## config.mk

```make
export PLATFORM = sky130hd
export DESIGN_NAME = mmm_mod_sub_limb
export DESIGN_NICKNAME = d
export VERILOG_FILES = /design/src/rtl/mmm_defs_pkg.sv /design/src/rtl/mmm_limb_addsub.sv /design/src/rtl/mmm_mod_sub_limb.sv
export SDC_FILE = /design/constraint.sdc
export NUM_CORES = 2
export LEC_CHECK = 0
export CAP_MARGIN = 15
export CORE_AREA = 2 2 408 410
export CTS_CLUSTER_SIZE = 14
export DETAILED_ROUTE_END_ITERATION = 8
export DIE_AREA = 0 0 410 412
export HOLD_SLACK_MARGIN = 0.15
export PLACE_DENSITY = 0.51
export SKIP_CTS_REPAIR_TIMING = 1
export SLEW_MARGIN = 20
export SYNTH_ARGS = -nofsm -noshare
export SYNTH_HDL_FRONTEND = slang
export SYNTH_SLANG_ARGS = --single-unit
```

## constraint.sdc

```tcl
create_clock -name i_clk -period 5.9 [get_ports i_clk]
set_input_delay 1.18 -clock i_clk [delete_from_list [all_inputs] [get_ports i_clk]]
set_output_delay 1.18 -clock i_clk [all_outputs]
set_load 0.01 [all_outputs]
```

## src/rtl/mmm_defs_pkg.sv

```systemverilog
// Shared definitions for the MMM limb-serial modular subtractor: FSM state
// encoding, default geometry and the limb-counter width helper.
package mmm_defs;

    // Default operand geometry: 260-bit operands handled as four 65-bit limbs.
    localparam int DEF_WIDTH = 260;
    localparam int DEF_LIMB  = 65;

    // Controller states, kept at two bits.
    typedef enum logic [1:0] {
        IDLE = 2'd0,
        SUB  = 2'd1,
        FIX  = 2'd2,
        DONE = 2'd3
    } state_e;

    // Number of limbs per operand.
    function automatic int nlimb_of(input int width, input int limb);
        return width / limb;
    endfunction

    // Limb counter width, clog2(NLIMB), never narrower than one bit.
    function automatic int cnt_width(input int nlimb);
        return (nlimb > 1) ? $clog2(nlimb) : 1;
    endfunction

endpackage

```

## src/rtl/mmm_limb_addsub.sv

```systemverilog
// Combinational one-limb adder/subtractor shared by the SUB and FIX passes.
// mode=1: {cout, s} = x - y - cin  (cout is the borrow out)
// mode=0: {cout, s} = x + y + cin  (cout is the carry out)
module mmm_limb_addsub #(
    parameter int LIMB = 65
) (
    input  logic [LIMB-1:0] x,
    input  logic [LIMB-1:0] y,
    input  logic            mode,
    input  logic            cin,
    output logic [LIMB-1:0] s,
    output logic            cout
);

    logic [LIMB:0] sum_w;
    logic [LIMB:0] dif_w;

    // Form both the sum and the difference one bit wider and pick one by mode.
    // A negative difference wraps, leaving its top bit set, which is exactly the borrow.
    always_comb begin
        sum_w = {1'b0, x} + {1'b0, y} + {{LIMB{1'b0}}, cin};
        dif_w = {1'b0, x} - {1'b0, y} - {{LIMB{1'b0}}, cin};
        {cout, s} = mode ? dif_w : sum_w;
    end

endmodule

```

## src/rtl/mmm_mod_sub_limb.sv

```systemverilog
// Multi-cycle modular subtractor c = (a - b) mod p, one LIMB-bit limb per cycle.
// A borrow-chained subtract pass is followed, only when the subtraction
// borrowed out of the top limb, by a limb-serial add-back of p.
// Optional feature macro: MMM_MOD_SUB_ZERO_FLAG_EN adds o_zero, set when the
// final result is all zeros.
module mmm_mod_sub_limb
    import mmm_defs::*;
#(
    parameter int WIDTH = DEF_WIDTH,
    parameter int LIMB  = DEF_LIMB
) (
    input  logic             i_clk,
    input  logic             i_rst,
    input  logic             i_start,
    input  logic [WIDTH-1:0] i_a,
    input  logic [WIDTH-1:0] i_b,
    input  logic [WIDTH-1:0] i_p,
    output logic             o_busy,
    output logic             o_done,
    output logic [WIDTH-1:0] o_c,
    output logic             o_flag
`ifdef MMM_MOD_SUB_ZERO_FLAG_EN
    ,
    output logic             o_zero
`endif
);

    localparam int NLIMB = nlimb_of(WIDTH, LIMB);
    localparam int CW    = cnt_width(NLIMB);
    localparam logic [CW-1:0] CNT_LAST = CW'(NLIMB - 1);

    state_e state;
    state_e state_nx;

    // Operands are held in right-shifting registers so the active limb is
    // always at bit 0; the result register shifts each new limb in at the top,
    // so after NLIMB cycles the limbs sit in their natural positions.
    logic [WIDTH-1:0]      a_q;
    logic [WIDTH-1:0]      b_q;
    logic [WIDTH-1:0]      p_q;
    logic [WIDTH-1:0]      c_q;
    logic [WIDTH+LIMB-1:0] c_cat;
    logic [CW-1:0]         cnt;
    logic                  cy;
    logic                  flag_q;
    logic                  last;

    logic [LIMB-1:0] op_x;
    logic [LIMB-1:0] op_y;
    logic [LIMB-1:0] limb_s;
    logic            limb_cout;
    logic            mode;

    assign last  = (cnt == CNT_LAST);
    assign c_cat = {limb_s, c_q};

    // Select the limb operands: a_k - b_k during SUB, d_k + p_k during FIX.
    // NOTE: every always_comb output gets a default first, so no path can leave it unassigned and infer a latch.
    always_comb begin
        mode = 1'b1;
        op_x = a_q[LIMB-1:0];
        op_y = b_q[LIMB-1:0];
        if (state == FIX) begin
            mode = 1'b0;
            op_x = c_q[LIMB-1:0];
            op_y = p_q[LIMB-1:0];
        end
    end

    mmm_limb_addsub #(
        .LIMB (LIMB)
    ) u_addsub (
        .x    (op_x),
        .y    (op_y),
        .mode (mode),
        .cin  (cy),
        .s    (limb_s),
        .cout (limb_cout)
    );

    // State register.
    // NOTE: clocked state uses non-blocking assignments so every register samples pre-edge values.
    always_ff @(posedge i_clk) begin
        if (i_rst) begin
            state <= IDLE;
        end else begin
            state <= state_nx;
        end
    end

    // Next-state logic; a final borrow out of SUB routes through the add-back pass.
    always_comb begin
        state_nx = state;
        case (state)
            IDLE: if (i_start) state_nx = SUB;
            SUB:  if (last)    state_nx = limb_cout ? FIX : DONE;
            FIX:  if (last)    state_nx = DONE;
            DONE: state_nx = IDLE;
            default: state_nx = IDLE;
        endcase
    end

    // Datapath: operand capture, limb-serial subtract/add-back, counter and flag.
    always_ff @(posedge i_clk) begin
        if (i_rst) begin
            a_q    <= '0;
            b_q    <= '0;
            p_q    <= '0;
            c_q    <= '0;
            cnt    <= '0;
            cy     <= 1'b0;
            flag_q <= 1'b0;
        end else begin
            case (state)
                IDLE: begin
                    if (i_start) begin
                        a_q <= i_a;
                        b_q <= i_b;
                        p_q <= i_p;
                        cnt <= '0;
                        cy  <= 1'b0;
                    end
                end
                SUB: begin
                    a_q <= a_q >> LIMB;
                    b_q <= b_q >> LIMB;
                    c_q <= c_cat[WIDTH+LIMB-1:LIMB];
                    if (last) begin
                        flag_q <= limb_cout;
                        cnt    <= '0;
                        cy     <= 1'b0;
                    end else begin
                        cnt <= cnt + 1'b1;
                        cy  <= limb_cout;
                    end
                end
                FIX: begin
                    // The carry out of the top limb is dropped: the sum is mod 2^WIDTH.
                    p_q <= p_q >> LIMB;
                    c_q <= c_cat[WIDTH+LIMB-1:LIMB];
                    cy  <= last ? 1'b0 : limb_cout;
                    cnt <= last ? '0 : cnt + 1'b1;
                end
                default: begin
                end
            endcase
        end
    end

`ifdef MMM_MOD_SUB_ZERO_FLAG_EN
    logic zero_q;

    // Accumulate the NOR of the result limbs; restarting at limb 0 means a FIX
    // pass overwrites whatever the SUB pass accumulated, so the last pass wins.
    always_ff @(posedge i_clk) begin
        if (i_rst) begin
            zero_q <= 1'b0;
        end else if (state == SUB || state == FIX) begin
            zero_q <= ((cnt == '0) ? 1'b1 : zero_q) & ~(|limb_s);
        end
    end

    assign o_zero = zero_q;
`endif

    assign o_busy = (state == SUB) || (state == FIX);
    assign o_done = (state == DONE);
    assign o_c    = c_q;
    assign o_flag = flag_q;

endmodule

```

# After elaboration in Yosys (flattened, before gate mapping)
# Cells that the tools add are included.
# W data, S select, Z words.
dict set report op_classes {
  n_reduce_logical 11
  eq_ne 7
  mux 20
  add_sub_neg 5
}
# cell n
set ops {}
lappend ops {{$pmux W260 S2} 3}
lappend ops {{$mux W260} 3}
lappend ops {{$mux W65} 2}
lappend ops {{$add A65 B65 Y66} 1}
lappend ops {{$add A66 B1 Y66} 1}
lappend ops {{$mux W66} 1}
lappend ops {{$sub A65 B65 Y66} 1}
lappend ops {{$sub A66 B1 Y66} 1}
lappend ops {{$mux W2} 5}
lappend ops {{$pmux W2 S4} 1}
lappend ops {{$reduce_and A2 Y1} 4}
lappend ops {{$eq A2 B2 Y1 const B} 3}
lappend ops {{$ne A2 B2 Y1 const B} 3}
lappend ops {{$reduce_bool A2 Y1} 3}
lappend ops {{$pmux W2 S2} 1}
lappend ops {{$mux W1} 3}
lappend ops {{$reduce_and A3 Y1} 1}
lappend ops {{$add A2 B1 Y2 const B} 1}
lappend ops {{$eq A2 B1 Y1 const B} 1}
lappend ops {{$logic_not A2 Y1} 1}
lappend ops {{$pmux W1 S2} 1}
lappend ops {{$reduce_or A2 Y1} 1}
lappend ops {{$logic_or A1 B1 Y1} 1}
dict set report word_totals {
  regBits 1046
  wordCells 51
}

# Longest topological paths before layout
dict set report depth {
  ltp_word 8
  mapped_depth 22
  ltp_nobuf 19
}

# Modules after synthesis
# Synthesis repeated with hierarchy kept, for this count alone.
dict set report hier_totals {
  hier_cells 5801
  area_unflattened_um2 54492.3
}
# mod cells_each instances area_each_um2
set by_module_without_submodules {}
lappend by_module_without_submodules {mmm_mod_sub_limb 4283 1 44483.9}
lappend by_module_without_submodules {mmm_limb_addsub 1518 1 10008.3}

# Worst setup path before layout
# No wires, ideal clock.
dict set report synth_path {
  path_kind {register to register}
  start {reg state[0]}
  end {reg c_q[247], in the netlist o_c[247]}
  setup_slack_ps 567
  setup_ps 112
  stages_incl_launch_ff 21
  required_ps 5788
  arrival_ps 5221
  n_path_buf 2
  cell_sequence {dfxtp_1 > inv_1 > ha_1 > clkbuf_1 > clkbuf_1 > mux2_2 > xnor2_1 > ha_1 > or3_1 > fa_1 > a21o_1 > a221oi_2 > and3_4 > o21ai_2 > a21oi_1 > o21ai_2 > o221ai_1 > o41ai_2 > a31oi_1 > mux2_2 > a2111oi_1}
}
dict set report synth_via {
  elab_chain_len 5
}
# item line_no
set synth_rtl {}
lappend synth_rtl {{from (decl)} mmm_mod_sub_limb.sv:32} ;# state_e state;
lappend synth_rtl {{from (signal assigned)} mmm_mod_sub_limb.sv:87} ;# state <= state_nx;
lappend synth_rtl {{$eq A2 B2 Y1} {mmm_mod_sub_limb.sv:63, mmm_mod_sub_limb.sv:114}}
lappend synth_rtl {{$mux W65} mmm_mod_sub_limb.sv:63} ;# if (state == FIX) begin
lappend synth_rtl {{$sub A65 B65 Y66 or $add A65 B65 Y66 (tied branches)} {mmm_limb_addsub.sv:22, mmm_limb_addsub.sv:21}}
lappend synth_rtl {{$sub A66 B1 Y66 or $add A66 B1 Y66 (tied branches)} {mmm_limb_addsub.sv:22, mmm_limb_addsub.sv:21}}
lappend synth_rtl {{$mux W66} mmm_limb_addsub.sv:23} ;# {cout, s} = mode ? dif_w : sum_w;
lappend synth_rtl {{to (signal assigned)} mmm_mod_sub_limb.sv:127} ;# c_q <= c_cat[WIDTH+LIMB-1:LIMB];
lappend synth_rtl {{to (signal assigned)} mmm_mod_sub_limb.sv:140} ;# c_q <= c_cat[WIDTH+LIMB-1:LIMB];
lappend synth_rtl {{to (decl)} mmm_mod_sub_limb.sv:41} ;# logic [WIDTH-1:0] c_q;
# Several ways; a longest one is shown, not always the timed one.
# A chain may end at the register's enable or synchronous reset.

# Final worst setup path
dict set report layout_path {
  start {reg state[0]}
  end {reg c_q[257], in the netlist o_c[257]}
}
# The elaborated chain is that of the path after synthesis.

==> results.md <==
* Status: finished, final reports clean
* Worst R2R Start: state[0]$_SDFFE_PP0P_
* CP Launch Type: flip-flop
* Hold Slack at just under 0.5 ns
* Synth-to-Final Area Change at 31.8%
* Setup TNS at 0 ns
* Nets at around 7500
* Worst-path clk slew at 0.06 ns
* Synth Area in XOR/XNOR at 1.96%
* Max-Cap Viols at 0
* Fmax at 0.177 GHz
* Post-route core utilization at 41.5%
* Initial Utilization at 31.5%
* Top-level I/O count at approximately 1000
* Register area share after synthesis at around two fifths
* Antenna Nets Post-Route at 0
* Drc violations at 0
* Synth Area in Compound Gates at 18.5%
* Syn nets at between 6000 and 7000
* Crit share post-route at 95.7%
* FF+latch area at 20900 um2
* Mux contribution to synthesized area at 18.0%
* Post-synthesis simple-gate area fraction at a little under an eighth
* GR Overflow Total at 0
* Share of the synthesized area in the top cell type at 40.5%
* RSZ-0062 raised after global routing: false
* Final min period at 5.64 ns
* Area after DPL at approximately 64000 um2
* Combinational family with the most area after synthesis: compound AO/OA/AOI/OAI gates
* Reg-to-reg slack, setup at 0.26 ns
* Max-slew violations at 0
* Leak at 25.4 nW
* Vias in the first global route at between 40000 and 50000
* VDD IR max at approximately 0.37 mV
* CP Capture Type: flip-flop
* Per-cell routed wire length at 25.6 um
* Critical Path AT at ~6.3 ns
* Post-synth ARST share at 0%
* CP max stage delay at 0.44 ns
* Setup violators final at 0
* TritonCTS clock tree: done
* Leading area contributor after synthesis: dfxtp_1
* Multi-input logic area at ~28000 um2
* Syn Std Cell Area at 51700 um2
* Pin count of the biggest net entering global routing at approximately 230
* Slew HR at 22.1%
* Synth Flop Type: dfxtp_1
* Pwr/cell area at 534 nW/um2
* Synthesis-stage register bit count at 1046
* Pre-CTS setup slack at 0.216 ns
* Total Routing Usage GR at 25.6%
* Root Driver: clkbuf_16
* Layout cell share with drive strength beyond 1 at under 10%
* Vias at ~46000
* Placed Cells at 8586
* Iteration-0 DRC Markers at a little over 3000
* Tightest Pin Transition at 1.17 ns
* Synth unique cells at 88
* Inserted Clock Buffers at 120
* Total power at 36.4 mW
* CP max-delay cell: o21ai_1
* DRT Wirelength at 226000 um
* Sequence of cells on the critical path: inv_1, ha_4, buf_12, buf_4, mux2_2, ha_1, ha_1, a211oi_1, o211ai_1, a41oi_1, o311ai_1, o21ai_1, o221ai_2, a21oi_1, buf_4, o211a_1, nor3_2, xnor2_1, a2111oi_2
* Clk buf depth at 3
* Post-DP HPWL at 176000 um
* Chip height at 412 um
* Std cell rows at around 150
* Hold Crit Depth at 2
* PortBufs at about 1000
* Data required time of the worst path at 6.56 ns
* Clk sink count at 1046
* Crit Path Max Fanout at slightly above 60
* Yosys warning count at 0
* R2R Path End: o_c[257]$_SDFFE_PP0P_
* Final cell count without fillers at ~8800
* Synth Instances at about 5700
* H-tree levels at 3
* Hold Startpoint: p_q[9]$_SDFFE_PP0P_
* Die width at 410 um
* Clock latency on the worst-skew pair at 0.77 ns
* Post-route cell area at 68200 um2
* Via/cell ratio at between 5 and 6
* Kind of critical path: reg2reg
* Worst Slack Setup Final at 0.256 ns
* Final hold violation count at 0
* Fill cells at 16400
* Clock Skew at about 0.049 ns
* Core area at around 160000 um2
* Die area at 169000 um2
* GP Congestion at 0.933
* Initial antenna violation count at 53
* Worst hold-check path type: reg2reg
* Initial DRT Pass Iterations at 6
* Number of flops mapped to enable cells by yosys at 0
* Syn Area/Cell at 9.02 um2
* First-pass GRT wire length at approximately 320000 um
* Ranking of synthesized cells by area: dfxtp_1 40%, mux2i_1 15%, a211oi_1 9.0%
* R2R cell count at 19
* Adder-cell share of the synthesized area at between 4 and 5%
* Hold EP: p_q[9]$_SDFFE_PP0P_
-- layout make-up --
type,instances,share of cell area [%]
diodes,29,0.106
clock buffers,183,5.26
clock inverters,37,0.697
inverters,179,0.985
multi-input cells,4053,41.7
flip-flops and latches,1046,30.7
well taps,2189,4.02
repair buffers,1119,16.5
-- flip-flops by register name, summed over array words and instances (netlist names) --
signal	cells
o_flag	1
p_q	260
o_c	260
a_q	260
cnt	2
cy	1
state	2
b_q	260
-- synth_stat cells (13+ instances only) --
cell         n
a31oi_1     19
o21ai_0    119
buf_2       16
xnor2_1     81
nand3_1     31
mux2_2     117
dfxtp_1   1046
clkbuf_1   396
ha_1       197
nor2_1    1154
o21bai_1    33
a22oi_1    199
nand4_1     31
a211oi_1   617
and3_1      13
and2_1      13
a21o_1      58
nand2_1    124
inv_1      178
mux2i_1    801
a21oi_1    170
xor2_1      35
nor3_1      48
o21a_1      14
buf_1       41
o211ai_1    14
-- where the power goes --
group | internal (mW) | switching [mW]
logic | 7.23 | 11.3
registers | 8.72 | 1.44
clock network | 4.50 | 3.27
total | 20.5 | 16.0
-- layer usage --
layer	global-route usage [%]	vias to the layer above	share of wire, %
met2	45.8	1121	51
li1	-	22200	-
met4	7.90	12	3.0
met5	0	-	0.033
met3	4.15	281	4.6
met1	31.1	22000	42
-- how the worst max path moves through the flow --
stage	slack (ns)	end	start	depth (start not counted)
after detailed placement	0.22	o_c[257]$_SDFFE_PP0P_	state[0]$_SDFFE_PP0P_	18
final	0.26	o_c[257]$_SDFFE_PP0P_	state[0]$_SDFFE_PP0P_	19
after global routing	0.02	o_c[259]$_SDFFE_PP0P_	state[0]$_SDFFE_PP0P_	18
after global placement	0.31	o_c[257]$_SDFFE_PP0P_	state[0]$_SDFFE_PP0P_	18
after CTS	0.19	o_c[257]$_SDFFE_PP0P_	state[0]$_SDFFE_PP0P_	18
after floorplan	0.57	o_c[247]$_SDFFE_PP0P_	state[0]$_SDFFE_PP0P_	20
-- cell families (layout without fill, tap and decap cells) --
| kind of cell | Yosys count | after routing |
|---|---|---|
| AO/OA/AOI/OAI | 1350 | 1350 |
| other | 0 | 29 |
| flip-flops | 1046 | 1046 |
| XOR/XNOR | 116 | 116 |
| buffers and inverters | 637 | 1518 |
| AND/OR/NAND/NOR | 1470 | 1470 |
| adder cells (fa/ha/maj) | 199 | 199 |
| multiplexers | 918 | 918 |
-- worst max-delay path: cells and delay by family, from the launching register on --
kind,cells,cell delay (ns)
compound gates,9,2.48
fa+ha+maj,3,1.13
buf+inv,4,0.95
flops,1,0.38
mux,1,0.37
xor+xnor,1,0.13
simple gates,1,0.05
-- cells in the final DEF, fill, tap and decap left out, types with 18 or more instances in the layout --
master / Yosys / final
buf_12: 0 / 18
dfxtp_1: 1046 / 1046
ha_1: 197 / 194
clkdlybuf4s50_1: 0 / 1044
nand4_1: 31 / 31
xor2_1: 35 / 35
a21o_1: 58 / 58
nor2_1: 1154 / 1151
clkbuf_16: 0 / 121
nor3_1: 48 / 48
clkbuf_1: 396 / 29
clkbuf_8: 0 / 33
nand3_1: 31 / 31
a211oi_1: 617 / 617
o21ai_0: 119 / 118
buf_4: 3 / 56
a31oi_1: 19 / 18
mux2i_1: 801 / 801
inv_1: 178 / 178
mux2_2: 117 / 117
a21oi_1: 170 / 169
nand2_1: 124 / 124
o21bai_1: 33 / 33
diode_2: 0 / 29
xnor2_1: 81 / 81
a22oi_1: 199 / 199
(Power assumes the default switching activity.)
